==> src/rtl/fwd_hazard_if.sv <==
// ID-stage <-> forwarding/hazard unit bundle: the instruction in ID plus the
// resulting operand selects, stall request and stall-cycle count.
interface fwd_hazard_if #(
  parameter int DEPTH = 2,
  parameter int CNT_W = 32
);
  localparam int SEL_W = $clog2(DEPTH + 1);

  logic [31:0]      inst_id;
  logic             flush;
  logic             stall_ext;
  logic [SEL_W-1:0] rs1_sel;
  logic [SEL_W-1:0] rs2_sel;
  logic             stall_id;
  logic [CNT_W-1:0] stall_cnt;

  modport master (
    output inst_id, flush, stall_ext,
    input  rs1_sel, rs2_sel, stall_id, stall_cnt
  );

  modport slave (
    input  inst_id, flush, stall_ext,
    output rs1_sel, rs2_sel, stall_id, stall_cnt
  );
endinterface

==> src/rtl/fwd_hazard_unit.sv <==
// Forwarding source select and load-use stall for the ID stage, backed by a
// DEPTH-entry shift pipeline of in-flight destination tags.
module fwd_src_match #(
  parameter int DEPTH    = 2,
  parameter int LOAD_LAT = 1,
  parameter int SEL_W    = 2
) (
  input  logic [4:0]            rs,
  input  logic                  used,
  input  logic [DEPTH-1:0]      tag_vld,
  input  logic [DEPTH-1:0]      tag_ld,
  input  logic [DEPTH-1:0][4:0] tag_rd,
  output logic [SEL_W-1:0]      sel,
  output logic                  hazard
);
  // Walk oldest to youngest so the youngest matching stage has the final say.
  always_comb begin
    sel    = '0;
    hazard = 1'b0;
    if (used && rs != 5'd0) begin
      for (int k = DEPTH - 1; k >= 0; k--) begin
        if (tag_vld[k] && tag_rd[k] == rs) begin
          hazard = tag_ld[k] && (k < LOAD_LAT);
          sel    = hazard ? '0 : SEL_W'(k + 1);
        end
      end
    end
  end
endmodule

module fwd_hazard_unit #(
  parameter int DEPTH    = 2,
  parameter int LOAD_LAT = 1,
  parameter int CNT_W    = 32
) (
  input  logic          clk,
  input  logic          rst,
  fwd_hazard_if.slave   hif
);
  localparam int SEL_W = $clog2(DEPTH + 1);

  localparam logic [6:0] OP_LUI       = 7'b0110111;
  localparam logic [6:0] OP_AUIPC     = 7'b0010111;
  localparam logic [6:0] OP_JAL       = 7'b1101111;
  localparam logic [6:0] OP_JALR      = 7'b1100111;
  localparam logic [6:0] OP_BRANCH    = 7'b1100011;
  localparam logic [6:0] OP_LOAD      = 7'b0000011;
  localparam logic [6:0] OP_STORE     = 7'b0100011;
  localparam logic [6:0] OP_ARI_ITYPE = 7'b0010011;
  localparam logic [6:0] OP_ARI_RTYPE = 7'b0110011;
  localparam logic [6:0] OP_CSR       = 7'b1110011;

  typedef struct packed {
    logic       valid;
    logic [4:0] rd;
    logic       is_load;
  } tag_t;

  tag_t [DEPTH-1:0]  tag_q, tag_d;
  logic [CNT_W-1:0]  cnt_q, cnt_d;

  logic [6:0]        opc;
  logic [4:0]        rd;
  logic              has_rd;
  logic [1:0]        used;
  logic [1:0][4:0]   rs;
  logic [1:0][SEL_W-1:0] sel;
  logic [1:0]        haz;
  tag_t              dec_tag;
  logic [DEPTH-1:0]      tag_vld, tag_ld;
  logic [DEPTH-1:0][4:0] tag_rd;
  logic              stall;

  always_comb begin
    opc    = hif.inst_id[6:0];
    rd     = hif.inst_id[11:7];
    rs[0]  = hif.inst_id[19:15];
    rs[1]  = hif.inst_id[24:20];
    has_rd = 1'b0;
    unique case (opc)
      OP_LUI, OP_AUIPC, OP_JAL, OP_JALR, OP_LOAD,
      OP_ARI_RTYPE, OP_ARI_ITYPE, OP_CSR: has_rd = (rd != 5'd0);
      default:                            has_rd = 1'b0;
    endcase
    used[0] = !(opc == OP_LUI || opc == OP_AUIPC || opc == OP_JAL);
    used[1] = (opc == OP_ARI_RTYPE || opc == OP_STORE || opc == OP_BRANCH);
    dec_tag = '{valid: has_rd, rd: rd, is_load: (opc == OP_LOAD)};
    for (int k = 0; k < DEPTH; k++) begin
      tag_vld[k] = tag_q[k].valid;
      tag_ld[k]  = tag_q[k].is_load;
      tag_rd[k]  = tag_q[k].rd;
    end
  end

  for (genvar i = 0; i < 2; i++) begin : g_src
    fwd_src_match #(
      .DEPTH(DEPTH), .LOAD_LAT(LOAD_LAT), .SEL_W(SEL_W)
    ) u_match (
      .rs(rs[i]), .used(used[i]),
      .tag_vld(tag_vld), .tag_ld(tag_ld), .tag_rd(tag_rd),
      .sel(sel[i]), .hazard(haz[i])
    );
  end

  assign stall = (haz[0] | haz[1]) & ~hif.flush & ~rst;

  // A stalled or flushed ID instruction must not be seen downstream, so a bubble enters EX.
  always_comb begin
    tag_d = tag_q;
    cnt_d = cnt_q;
    if (!hif.stall_ext) begin
      for (int k = 1; k < DEPTH; k++) tag_d[k] = tag_q[k-1];
      tag_d[0] = (hif.flush || stall) ? '0 : dec_tag;
      if (stall) cnt_d = cnt_q + CNT_W'(1);
    end
  end

  always_ff @(posedge clk) begin
    if (rst) begin
      tag_q <= '0;
      cnt_q <= '0;
    end else begin
      tag_q <= tag_d;
      cnt_q <= cnt_d;
    end
  end

  assign hif.rs1_sel   = sel[0];
  assign hif.rs2_sel   = sel[1];
  assign hif.stall_id  = stall;
  assign hif.stall_cnt = cnt_q;
endmodule

==> src/flat_wrapper.sv <==
// flat-port wrapper written by rule: the top's interface ports become plain ports
module fwd_hazard_unit_flat 
#(
  parameter int DEPTH    = 2,
  parameter int LOAD_LAT = 1,
  parameter int CNT_W    = 32
)
  (clk, rst, hif_inst_id, hif_flush, hif_stall_ext, hif_rs1_sel, hif_rs2_sel, hif_stall_id, hif_stall_cnt);
  fwd_hazard_if #(.DEPTH(DEPTH), .CNT_W(CNT_W)) hif_i ();
  input  logic clk;
  input  logic rst;
  input wire logic [$bits(hif_i.inst_id)-1:0] hif_inst_id;
  input wire logic [$bits(hif_i.flush)-1:0] hif_flush;
  input wire logic [$bits(hif_i.stall_ext)-1:0] hif_stall_ext;
  output wire logic [$bits(hif_i.rs1_sel)-1:0] hif_rs1_sel;
  output wire logic [$bits(hif_i.rs2_sel)-1:0] hif_rs2_sel;
  output wire logic [$bits(hif_i.stall_id)-1:0] hif_stall_id;
  output wire logic [$bits(hif_i.stall_cnt)-1:0] hif_stall_cnt;
  assign hif_i.inst_id = hif_inst_id;
  assign hif_i.flush = hif_flush;
  assign hif_i.stall_ext = hif_stall_ext;
  assign hif_rs1_sel = hif_i.rs1_sel;
  assign hif_rs2_sel = hif_i.rs2_sel;
  assign hif_stall_id = hif_i.stall_id;
  assign hif_stall_cnt = hif_i.stall_cnt;
  fwd_hazard_unit #(.DEPTH(DEPTH), .LOAD_LAT(LOAD_LAT), .CNT_W(CNT_W)) u_core (.clk(clk), .rst(rst), .hif(hif_i));
endmodule
==> config.mk <==
export PLATFORM = sky130hd
export DESIGN_NAME = fwd_hazard_unit_flat
export DESIGN_NICKNAME = d
export VERILOG_FILES = /design/src/rtl/fwd_hazard_if.sv /design/src/rtl/fwd_hazard_unit.sv /design/src/flat_wrapper.sv
export SDC_FILE = /design/constraint.sdc
export NUM_CORES = 1
export LEC_CHECK = 0
export CAP_MARGIN = 20
export CORE_UTILIZATION = 30
export CTS_BUF_LIST = sky130_fd_sc_hd__clkbuf_4 sky130_fd_sc_hd__clkbuf_8
export DETAILED_ROUTE_END_ITERATION = 16
export SLEW_MARGIN = 40
export SYNTH_ARGS = -nofsm -noshare
export SYNTH_HDL_FRONTEND = slang
export SYNTH_SLANG_ARGS = --single-unit
==> constraint.sdc <==
create_clock -name clk -period 3.6 [get_ports clk]
set_input_delay 1.08 -clock clk [delete_from_list [all_inputs] [get_ports clk]]
set_output_delay 1.08 -clock clk [all_outputs]
set_load 0.05 [all_outputs]
; After elaboration in Yosys (flattened, before gate mapping)
; Index checks and enable logic that the tools add are counted.
[word_totals]
elab_cells = 57
register_bits = 45
out_inout_bits = 37
input_bits = 36
latch_bits = 0
rom_bits = 0
ram_bits = 0
mem_count = 0
[op_classes]
add_sub_neg = 1
bitwise = 6
div = 0
shift = 0
mux = 13
mul = 0
n_lt_le_gt_ge = 0
n_reduce_logical = 17
eq_ne = 14
[ops]
columns = cell, count
row1 = $add 32x1->32 const B, 1
row2 = $eq 7x7->1 const B, 4
row3 = $eq 7x6->1 const B, 3
row4 = $eq 5x5->1, 4
row5 = $reduce_bool 5->1, 3
row6 = $eq 7x5->1 const B, 2
row7 = $mux 2, 6
row8 = $reduce_or 8->1, 1
row9 = $eq 7x2->1 const B, 1
row10 = $mux 7, 1
row11 = $logic_and 1x1->1, 6
row12 = $mux 1, 6
row13 = $logic_or 1x1->1, 5
row14 = $not 1->1, 3
row15 = $and 1x1->1, 2
row16 = $reduce_and 2->1, 1
row17 = $logic_not 1->1, 1
row18 = $or 1x1->1, 1

; Depth between registers and ports, before layout
; Gate-level depths: netlist (run 1).
[logic_depth]
depth_word = 11
ltp_mapped = 8
ltp_nobuf = 6

; Hierarchy
; A second synthesis (run 1) with hierarchy kept.
[hier_totals]
cells_unflattened = 293
hier_area_um2 = 2521.2
[by_module_without_submodules]
columns = module, instances, area_per_inst_um2, cells_per_inst, seq_area_each_um2
row1 = fwd_hazard_unit, 1, 2213.4, 251, 920.9
row2 = fwd_src_match, 2, 153.9, 21, 0.0

; Worst setup path after synthesis (run 1)
; Ideal clock, no wire load.
[synth_timing]
path_kind = input port to output port
startpoint = input port hif_inst_id[2]
endpoint = output port hif_stall_id
arrival_ns = 3.218
t_required_ns = 2.520
path_slack_ns = -0.698
n_path_buf = 1
stages = 7
path_cell_list = nand4bb_4 > a211o_1 > nor3_4 > a21oi_4 > nand2b_1 > clkbuf_1 > nor3_1
[synth_via]
elab_chain_cells = 9
elab_cells_between_ends = 18
cone_classes = 6 x eq/ne / 2 x mux / 3 x bitwise / 7 x reduce/logical
[synth_lines]
columns = item, line_no
row1 = from (decl), flat_wrapper.sv:12  ; input wire logic [$bits(hif_i.inst_id)-1:0] hif_inst_id;
row2 = $eq 7x6->1 / $eq 7x5->1 (equally long branches), fwd_hazard_unit.sv:85  ; used[0] = !(opc == OP_LUI || opc == OP_AUIPC || opc == OP_JAL);
row3 = $logic_or 1x1->1 (2 in a row), fwd_hazard_unit.sv:85
row4 = $logic_not 1->1, fwd_hazard_unit.sv:85
row5 = $logic_and 1x1->1, fwd_hazard_unit.sv:20  ; if (used && rs != 5'd0) begin
row6 = $mux 1, fwd_hazard_unit.sv:20
row7 = $or 1x1->1 (*), fwd_hazard_unit.sv:105  ; assign stall = (haz[0] | haz[1]) & ~hif.flush & ~rst;
row8 = $and 1x1->1 (*) (2 in a row), fwd_hazard_unit.sv:105
row9 = to (decl), flat_wrapper.sv:17  ; output wire logic [$bits(hif_i.stall_id)-1:0] hif_stall_id;
; Every way passes the cells marked *; elsewhere a longest branch is shown, timed or not.

; Final worst setup path (run 1)
[layout_timing]
startpoint = input port hif_inst_id[4]
endpoint = output port hif_stall_id
; Same word-level chain as after synthesis.

==> impl_results.md, run 1 <==
* Drt first pass iters at 5
* Wire per inst at around 15 µm
* Cell Area, Placed at ~3500 µm²
* Num CTS Buffers at 5
* Syn Inst Count at approximately 300
* Arrival @ worst endpoint at ~2500 ps
* Slew headroom at 0.5497
* Yosys warns at 0
* CTS tree: yes
* Max Root-Sink Buffers at 2
* Worst reg-to-reg path cell count at 8
* Main area contributors after synthesis: dfxtp_1 (35%), o31ai_1 (7.3%), or4_1 (7.3%)
* Non-Filler Instances at roughly 480
* Syn_nets at around 330
* CP startpoint: hif_inst_id[4]
* Commonest non-fill, non-tap cell in the layout: dfxtp_1
* Initial antenna violation count at 0
* Nets@finish at 412
* Final Critical Period at about 3600 ps
* Critical path peak fanout at 3
* Via Count at approximately 2,600
* Synth Cell Area at between 2000 and 3000 µm²
* Max Cap Viol at 0
* Clock tree sinks at 45
* Placed insts at 471
* Static Leak at 1.207 nW
* Critical Path Most Common Cell: nor3_4
* Initial core utilization at 0.3116
* Gr ovfl total at 0
* DRT antenna net count at 0
* CP endpoint: hif_stall_id
* RR Startpoint: u_core.tag_q[4]
* Worst path cell trace: buf_2, a21bo_1, a211o_1, nor3_4, a21oi_4, nand2b_4, nor3_4, buf_6
* Core Footprint at 8299 µm²
* DR iter-0 viols at roughly 130
* Tot GR Track Use at 0.1603
* Worst path required time at between 2000 and 3000 ps
* Layout cell share with drive strength beyond 1 at 0.1782
* Hold Fails Final Rpt at 0
* Via density per instance at 5.399
* Final Skew at roughly 9.8 ps
* Fmax achieved at 0.2815 GHz
* Max-slew violations at 0
* Status: finished clean
* CP startpoint kind: input pin
* VDD IR max at around 0.12 mV
* Row count at 33
* Reg2Reg Setup Slack at 1270 ps
* Post-DP HPWL at 5109 µm
* Delay of the slowest critical-path stage at 320 ps
* RSZ-0062 raised after global routing: true
* Seq cells post-synth at 45
* Register area share after synthesis at 0.3483
* Async set-reset flop share out of synthesis at 0
* DIE WIDTH at between 90 and 100 µm
* H-tree depth at 2
* Final instance area at between 3000 and 4000 µm²
* Pin count of the biggest net entering global routing at between 60 and 70
* Hold_buf cts at 0
* Netlist cell types at between 40 and 50
* Post-synth EDFFs at 0
* First-pass GRT wire length at roughly 11,000 µm
* Power Density at between 200 and 300 nW/µm²
* Clock root buffer: clkbuf_8
* Yosys top cell by area: dfxtp_1
* Slowest library cell on the worst path: a211o_1
* Commonest cells after routing, fill and taps aside: dfxtp_1 (45), clkdlybuf4s50_1 (40), a21oi_1 (29), buf_4 (29)
* Top_reg_cell synth: dfxtp_1
* PortBufs at 62
* Worst hold-check path type: reg2reg
* Drc violations at 0
* Period utilization at 0.9867
* Setup Viol. Count Final at 0
* Worst Tran Pin Value at roughly 670 ps
* Clock-pin slew on the worst setup and hold paths at approximately 90 ps
* Top cell type's share of synthesized area at 0.3483
* RePlAce Congestion at approximately 0.75
* Vias in the first global route at about 2,300
* Routed WL at slightly above 7000 µm
* IO Count at between 70 and 80
* Mapped Avg Cell Area at slightly below 9 µm²
* Layout area overhead at 38.22%
* Setup crit end kind: primary output
* Pwr Total at 0.9137 mW
* Die area at between 8000 and 9000 µm²
* Number of diodes at 0
* Final core utilization at 0.4307
* Worst flop-to-flop path endpoint: u_core.hif.stall_cnt[22]
* Clock Latency Late Sink at approximately 300 ps
* Die height at 94.85 µm
* Final hold slack at between 400 and 500 ps
* Setup CP Type: in2out
[Yosys cell counts (2+ instances only)]
master / number
and3_1: 4
clkbuf_1: 13
nand2b_1: 2
nor3_4: 2
and2_1: 2
nor3_2: 2
nor3_1: 4
nand2_1: 14
o31ai_1: 25
nand3_1: 16
xor2_1: 10
buf_6: 3
nor4_1: 6
a32o_1: 7
inv_1: 3
and4_1: 5
xnor2_1: 10
nor2_1: 21
a21oi_1: 30
or3_1: 4
nand4_1: 10
or4_1: 25
o21ai_0: 2
mux2_1: 3
dfxtp_1: 45
buf_2: 4
mux2i_1: 6
nor2b_1: 4
[worst min path at each step]
stage | cells after the start | slack (ps) | startpoint | endpoint
finish | 2 | 490 | u_core.hif.stall_cnt[31] | u_core.hif.stall_cnt[31]
global placement | 2 | 460 | u_core.hif.stall_cnt[31] | u_core.hif.stall_cnt[31]
floorplan | 1 | 480 | u_core.tag_q[6] | u_core.tag_q[6]
CTS | 2 | 490 | u_core.hif.stall_cnt[31] | u_core.hif.stall_cnt[31]
detailed placement | 2 | 470 | u_core.hif.stall_cnt[31] | u_core.hif.stall_cnt[31]
global route | 2 | 520 | u_core.hif.stall_cnt[16] | u_core.hif.stall_cnt[16]
[sequential cells by signal, summed over array words and instances (netlist names)]
signal / cells
u_core.tag_q: 12
u_core.hif.stall_cnt: 32
u_core.tag_ld: 1
[report_power, final]
group	internal, mW	switching [mW]	leakage (nW)	total, mW
logic	0.0509	0.0446	0.796	0.0954
registers	0.501	0.00559	0.363	0.506
clock network	0.142	0.170	0.0484	0.312
total	0.694	0.220	1.21	0.914
[per-stage QoR]
stage / worst slack (ps) / TNS [ps]
floorplan: -283.5 / -283.5
global placement: -305.7 / -1070
detailed placement: -279.8 / -1022
CTS: 1.557 / 0
global route: -16.92 / -16.92
finish: 47.93 / 0
[critical path, delay by kind of cell]
kind / cells / cell delay, ps
buf+inv: 2 / 300
simple gates: 3 / 520
compound gates: 3 / 580
[timing repair]
action / 4_1_cts / 5_1_grt
pin swaps: 11 / 4
endpoints found under the setup margin: 5 / 3
gates resized for setup: 49 / 5
setup buffers: 2 / 0
[layout make-up]
cell class | instances | area (µm²)
Clock buffer | 6 | 76.32
Inverter | 3 | 11.26
Fill cell | 824 | 4725
Multi-Input combinational cell | 229 | 1615
Tap cell | 105 | 131.4
Timing Repair Buffer | 91 | 829.5
Sequential cell | 45 | 900.9
Clock inverter | 2 | 10.01
[metal layers]
metal  track usage  wire, µm
met1        0.2209      3460
met2        0.2542      3421
met3       0.02979       232
met4       0.04545        72
met5             0         0
[kinds of logic (layout without fill, tap and decap cells)]
family                   count (synthesis)  count (layout)  share of synthesized area
AO/OA/AOI/OAI                           73              73                     0.1945
XOR/XNOR                                20              20                    0.06773
buffers and inverters                   23             102                    0.04403
flip-flops                              45              45                     0.3483
AND/OR/NAND/NOR                        125             125                     0.3000
adder cells (fa/ha/maj)                  1               1                   0.004837
multiplexers                            10              10                    0.04064
Power figures use the tool's default switching activity.
==> run 2: changes to the inputs <==
--- a/config.mk
+++ b/config.mk
@@ -8,2 +8,3 @@
 export CAP_MARGIN = 20
+export CORE_ASPECT_RATIO = 1.4
 export CORE_UTILIZATION = 30
==> constraint.sdc (replaced) <==
create_clock -name clk -period 3.6 [get_ports clk]
set_input_delay 0.9 -clock clk [delete_from_list [all_inputs] [get_ports clk]]
set_output_delay 0.9 -clock clk [all_outputs]
set_load 0.05 [all_outputs]
==> run 2 against run 1 <==
- sequential cell count did not move
- first-iteration DRC count is 21% higher
- critical path depth unchanged
- final area fell by 1.5%
- sequential power barely moved
- fmax rose by 1.1%
- worst setup slack better by 40 ps
- final cell count fell by 4.6%
- wire length down 4.4%
- global-route usage decreased by 0.67 points
- largest cell class unchanged
- largest power group unchanged
==> impl_results.md, run 2 (synthesized netlist as in run 1, its figures left out) <==
* Drt first pass iters at 4
* Setup CP Type: in2out
* H-tree depth at 2
* Final instance area at ~3500 µm²
* Period utilization at 0.9755
* Via Count at about 2,600
* Final Critical Period at between 3000 and 4000 ps
* CTS tree: yes
* Setup crit end kind: primary output
* Slew headroom at 0.5489
* Final TNS setup at 0 ps
* Arrival @ worst endpoint at 2610 ps
* Status: finished clean
* Num CTS Buffers at 5
* Gr ovfl total at 0
* Layout cell share with drive strength beyond 1 at 0.1036
* Power Density at 275.9 nW/µm²
* Worst hold-check path type: reg2reg
* Post-DP HPWL at just under 5000 µm
* Clock Latency Late Sink at approximately 300 ps
* Max Cap Viol at 0
* Row count at 39
* Vias in the first global route at 2,320
* Wire per inst at 14.97 µm
* DR iter-0 viols at around 160
* DRT antenna net count at 0
* WL met1 at 2921 µm
* Via density per instance at roughly 5.6
* Max reg flops at 32
* First-pass GRT wire length at 10,950 µm
* IO Count at 73
* WL met2 at 3554 µm
* DIE WIDTH at ~80 µm
* Max-slew violations at 0
* Max Root-Sink Buffers at 2
* Number of diodes at 0
* VDD IR max at 0.1581 mV
* Core Footprint at a little over 8000 µm²
* Clock root buffer: clkbuf_8
* Pwr Total at just under 1 mW
* Commonest cells after routing, fill and taps aside: clkdlybuf4s50_1 (45), dfxtp_1 (45), a21oi_1 (29)
* Clock-pin slew on the worst setup and hold paths at ~90 ps
* Routed WL at just under 7000 µm
* Setup Viol. Count Final at 0
* Worst Tran Pin Value at 674.2 ps
* RSZ-0062 raised after global routing: false
* Top Layer Used: met4
* Initial core utilization at 0.3136
* Final core utilization at 0.4269
* Drc violations at 0
* Final Skew at around 15 ps
* Clock tree sinks at 45
* Layout area overhead at 36.14%
* CP startpoint kind: input pin
* Pin count of the biggest net entering global routing at between 60 and 70
* Hold Fails Final Rpt at 0
* Worst path required time at around 2700 ps
* Nets@finish at between 300 and 400
* Tot GR Track Use at 0.1536
* PortBufs at 62
* Critical path peak fanout at 3
* RePlAce Congestion at ~0.84
* Initial antenna violation count at 0
* Hold_buf cts at 0
* Die area at ~9000 µm²
* Cell Area, Placed at between 3000 and 4000 µm²
* Met3 WL at around 300 µm
* Die height at ~110 µm
* Fmax achieved at between 0.2 and 0.3 GHz
* Static Leak at 1.231 nW
run 2: changes by cell type in the layout (fill, tap and decap cells not counted), sizes merged:
cell           change
buf               -23
clkinv             -1
clkdlybuf4s15      -6
dlymetal6s2s      +12
clkdlybuf4s50      +5
bufinv             +1
clkbuf             -4
dlygate4sd2        -3
run 2: path summary, 6_finish.rpt:
| kind | start | end | slack [ps] | depth (start not counted) |
|---|---|---|---|---|
| worst max-delay path | hif_inst_id[15] | hif_stall_id | 90 | 8 |
| worst min-delay path | u_core.hif.stall_cnt[31] | u_core.hif.stall_cnt[31] | 490 | 2 |
| worst max register to register | u_core.hif.stall_cnt[9] | u_core.hif.stall_cnt[22] | 1340 | 5 |
| worst min register to register | u_core.hif.stall_cnt[31] | u_core.hif.stall_cnt[31] | 490 | 2 |
run 2: metal layers:
layer / vias to the layer above / GRT usage
li1: 1273 / -
met1: 1214 / 0.1836
met2: 69 / 0.2689
met3: 10 / 0.03033
met4: 0 / 0.05000
met5: - / 0
run 2: repair_timing:
item                       4_1_cts  5_1_grt
buffers inserted                 0        0
setup endpoints to repair        1        1
resized for setup                1       17
pin swaps                        0        5
hold endpoints to repair         0        0
gates cloned                     0        0
run 2: layout make-up:
| class | instances | area (µm²) |
|---|---|---|
| fillers | 843 | 4726 |
| inverters | 3 | 11.26 |
| well taps | 102 | 127.6 |
| multi-input cells | 229 | 1615 |
| clock inverters | 2 | 35.03 |
| repair buffers | 73 | 762.0 |
| flip-flops and latches | 45 | 900.9 |
| clock buffers | 5 | 68.82 |
run 2: worst max-delay path: stages:
cell and delay, ps:
clkdlybuf4s50_1 550, xnor2_1 140, nand4_1 160, nor3_4 230, a21oi_4 100, nand2b_4 160
nor3_4 190, buf_6 180
run 2: through the flow:
step | worst slack [ps] | hold WS, ps | std cells
finish | 88.18 | 487.3 | 459
global route | 16.41 | 513.7 | 459
CTS | 2.299 | 494.8 | 459
detailed placement | 3.286 | 482.1 | 452
global placement | 14.85 | 468.2 | 452
floorplan | 76.52 | 484.2 | 297
run 2: power breakdown:
part / total, mW / switching [mW] / internal [mW] / leakage, nW
clock: 0.375 / 0.173 / 0.202 / 0.0540
sequential: 0.506 / 0.00549 / 0.501 / 0.363
combinational: 0.0898 / 0.0424 / 0.0474 / 0.814
==> run 3: changes to the inputs <==
- CORE_UTILIZATION: 30 -> 50
- PLACE_DENSITY: default -> 0.83
==> run 3 against run 2 <==
- clock power grew 22%
- sequential share of layout area is 0.16 points higher
- critical path depth unchanged
- combinational power fell by 1%
- core utilization rose by 28 points
- final cell count shrank 7.6%
- first-iteration DRC count up 9.0%
- global-route usage rose by 8.6 points
- sequential cell count unchanged
- clock-buffer cell count stayed put
- wire length is 3.7% lower
==> impl_results.md, run 3 (synthesized netlist as in run 1, its figures left out) <==
* DRT antenna net count at 0
* Critical path peak fanout at 3
* Commonest cells after routing, fill and taps aside: clkdlybuf4s50_1 (45), dfxtp_1 (45), a21oi_1 (30)
* Status: finished clean
* Initial core utilization at 0.5260
* Layout area overhead at 35.32%
* Max reg flops at 32
* Nets@finish at slightly below 400
* Final hold slack at 487.4 ps
* Hold EP: u_core.hif.stall_cnt[31]
* Worst reg-to-reg path cell count at 7
* Slowest library cell on the worst path: clkdlybuf4s50_1
* Worst Tran Pin Value at 633.4 ps
* Setup Viol. Count Final at 0
* CTS tree: yes
* Num CTS Buffers at 5
* DR iter-0 viols at around 170
* Final Skew at approximately 5.5 ps
* First-pass GRT wire length at about 11,000 µm
* Final Critical Period at between 3000 and 4000 ps
* Row count at 30
* Period utilization at 0.9747
* Initial antenna violation count at 0
* Die height at 87.10 µm
* Via density per instance at 6.203
* Static Leak at roughly 1.3 nW
* Clock root buffer: clkbuf_8
* Layout cell share with drive strength beyond 1 at 0.1056
* DIE WIDTH at roughly 63 µm
* Worst path required time at about 2700 ps
* Worst hold-check path type: reg2reg
* Power Density at about 300 nW/µm²
* PortBufs at between 60 and 70
* RePlAce Congestion at between 0.8 and 0.9
* Die area at 5468 µm²
* Hold_buf cts at 0
* CP startpoint kind: input pin
* Arrival @ worst endpoint at between 2000 and 3000 ps
* Tot GR Track Use at 0.2393
* Number of diodes at 0
* Core Footprint at about 4900 µm²
* Final instance area at about 3500 µm²
* Setup CP Type: in2out
* Via Count at between 2,000 and 3,000
* Max Cap Viol at 0
* Hold_sp: u_core.hif.stall_cnt[31]
* Max Root-Sink Buffers at 2
* Gr ovfl total at 0
* Worst path cell trace: clkdlybuf4s50_1, xnor2_1, nand4_1, nor3_2, a21oi_4, nand2b_4, nor3_4, buf_6
* Clock tree sinks at between 40 and 50
* Final TNS setup at 0 ps
* Vias in the first global route at between 2,000 and 2,500
* Routed WL at between 6000 and 7000 µm
* Clock-pin slew on the worst setup and hold paths at roughly 90 ps
* Post-DP HPWL at 4681 µm
* Cell Area, Placed at ~3300 µm²
* Hold Fails Final Rpt at 0
* Worst setup margin at 91.12 ps
* Slew headroom at 0.5761
* Setup crit end kind: primary output
* H-tree depth at 2
* Cells on Worst Hold Path at 2
* Fmax achieved at approximately 0.28 GHz
* Drc violations at 0
* Reg2Reg Setup Slack at between 1000 and 1500 ps
* IO Count at 73
* VDD IR max at ~0.26 mV
* Worst flop-to-flop path endpoint: u_core.hif.stall_cnt[22]
* Pin count of the biggest net entering global routing at between 60 and 70
* RSZ-0062 raised after global routing: false
* Wire per inst at about 16 µm
* Delay of the slowest critical-path stage at around 540 ps
* Setup WS pre-CTS at between 7 and 8 ps
* RR Startpoint: u_core.tag_q[3]
* Max-slew violations at 0
* Drt first pass iters at 4
* Clock Latency Late Sink at around 310 ps
==> run 3: final cells by class <==
class                   instances  area (µm²)
repair buffers                 75       777.0
multi-input cells             229        1597
flip-flops and latches         45       900.9
well taps                      64       80.08
fillers                       395        1418
clock buffers                   5       68.82
inverters                       3       11.26
clock inverters                 3       65.06
==> run 3: how the worst max path moves through the flow <==
stage,cells past startpoint,startpoint,slack [ps],to
after floorplan,7,hif_inst_id[2],80,hif_stall_id
after CTS,8,hif_inst_id[3],10,hif_stall_id
after global placement,8,hif_inst_id[3],20,hif_stall_id
final,8,hif_inst_id[19],90,hif_stall_id
after global routing,8,hif_inst_id[19],10,hif_stall_id
after detailed placement,8,hif_inst_id[3],7,hif_stall_id
==> run 3: where the power goes <==
part / internal (mW) / switching (mW) / leakage [nW]
clock network: 0.276 / 0.181 / 0.0681
logic: 0.0472 / 0.0416 / 0.820
registers: 0.501 / 0.00548 / 0.363
==> run 3: per-layer routing <==
metal	up-vias	part of all wire	track usage
met5	-	0	0
met4	0	0.025	0.09514
met3	15	0.036	0.03796
met2	84	0.55	0.4575
met1	1259	0.39	0.2603
li1	1272	-	-
==> run 3: worst max-delay path: cells and delay by family <==
kind / cells / cell delay (ps)
AO/OA/AOI/OAI: 1 / 90
XOR/XNOR: 1 / 150
buffers and inverters: 2 / 720
AND/OR/NAND/NOR: 4 / 740
==> run 3: metrics by stage <==
step                      std cells  total power, mW    util
final                           424            1.052  0.7117
after global routing            424            1.079  0.7117
after CTS                       424            1.056  0.7028
after detailed placement        416           0.6074  0.6748
after global placement          416           0.6040  0.6748
after floorplan                 297           0.5567       -
==> run 3: what timing repair did <==
item	in CTS	in global routing
pin swaps	0	6
hold endpoints to repair	0	0
resized for setup	1	14
endpoints found under the setup margin	1	1
setup buffers	0	0
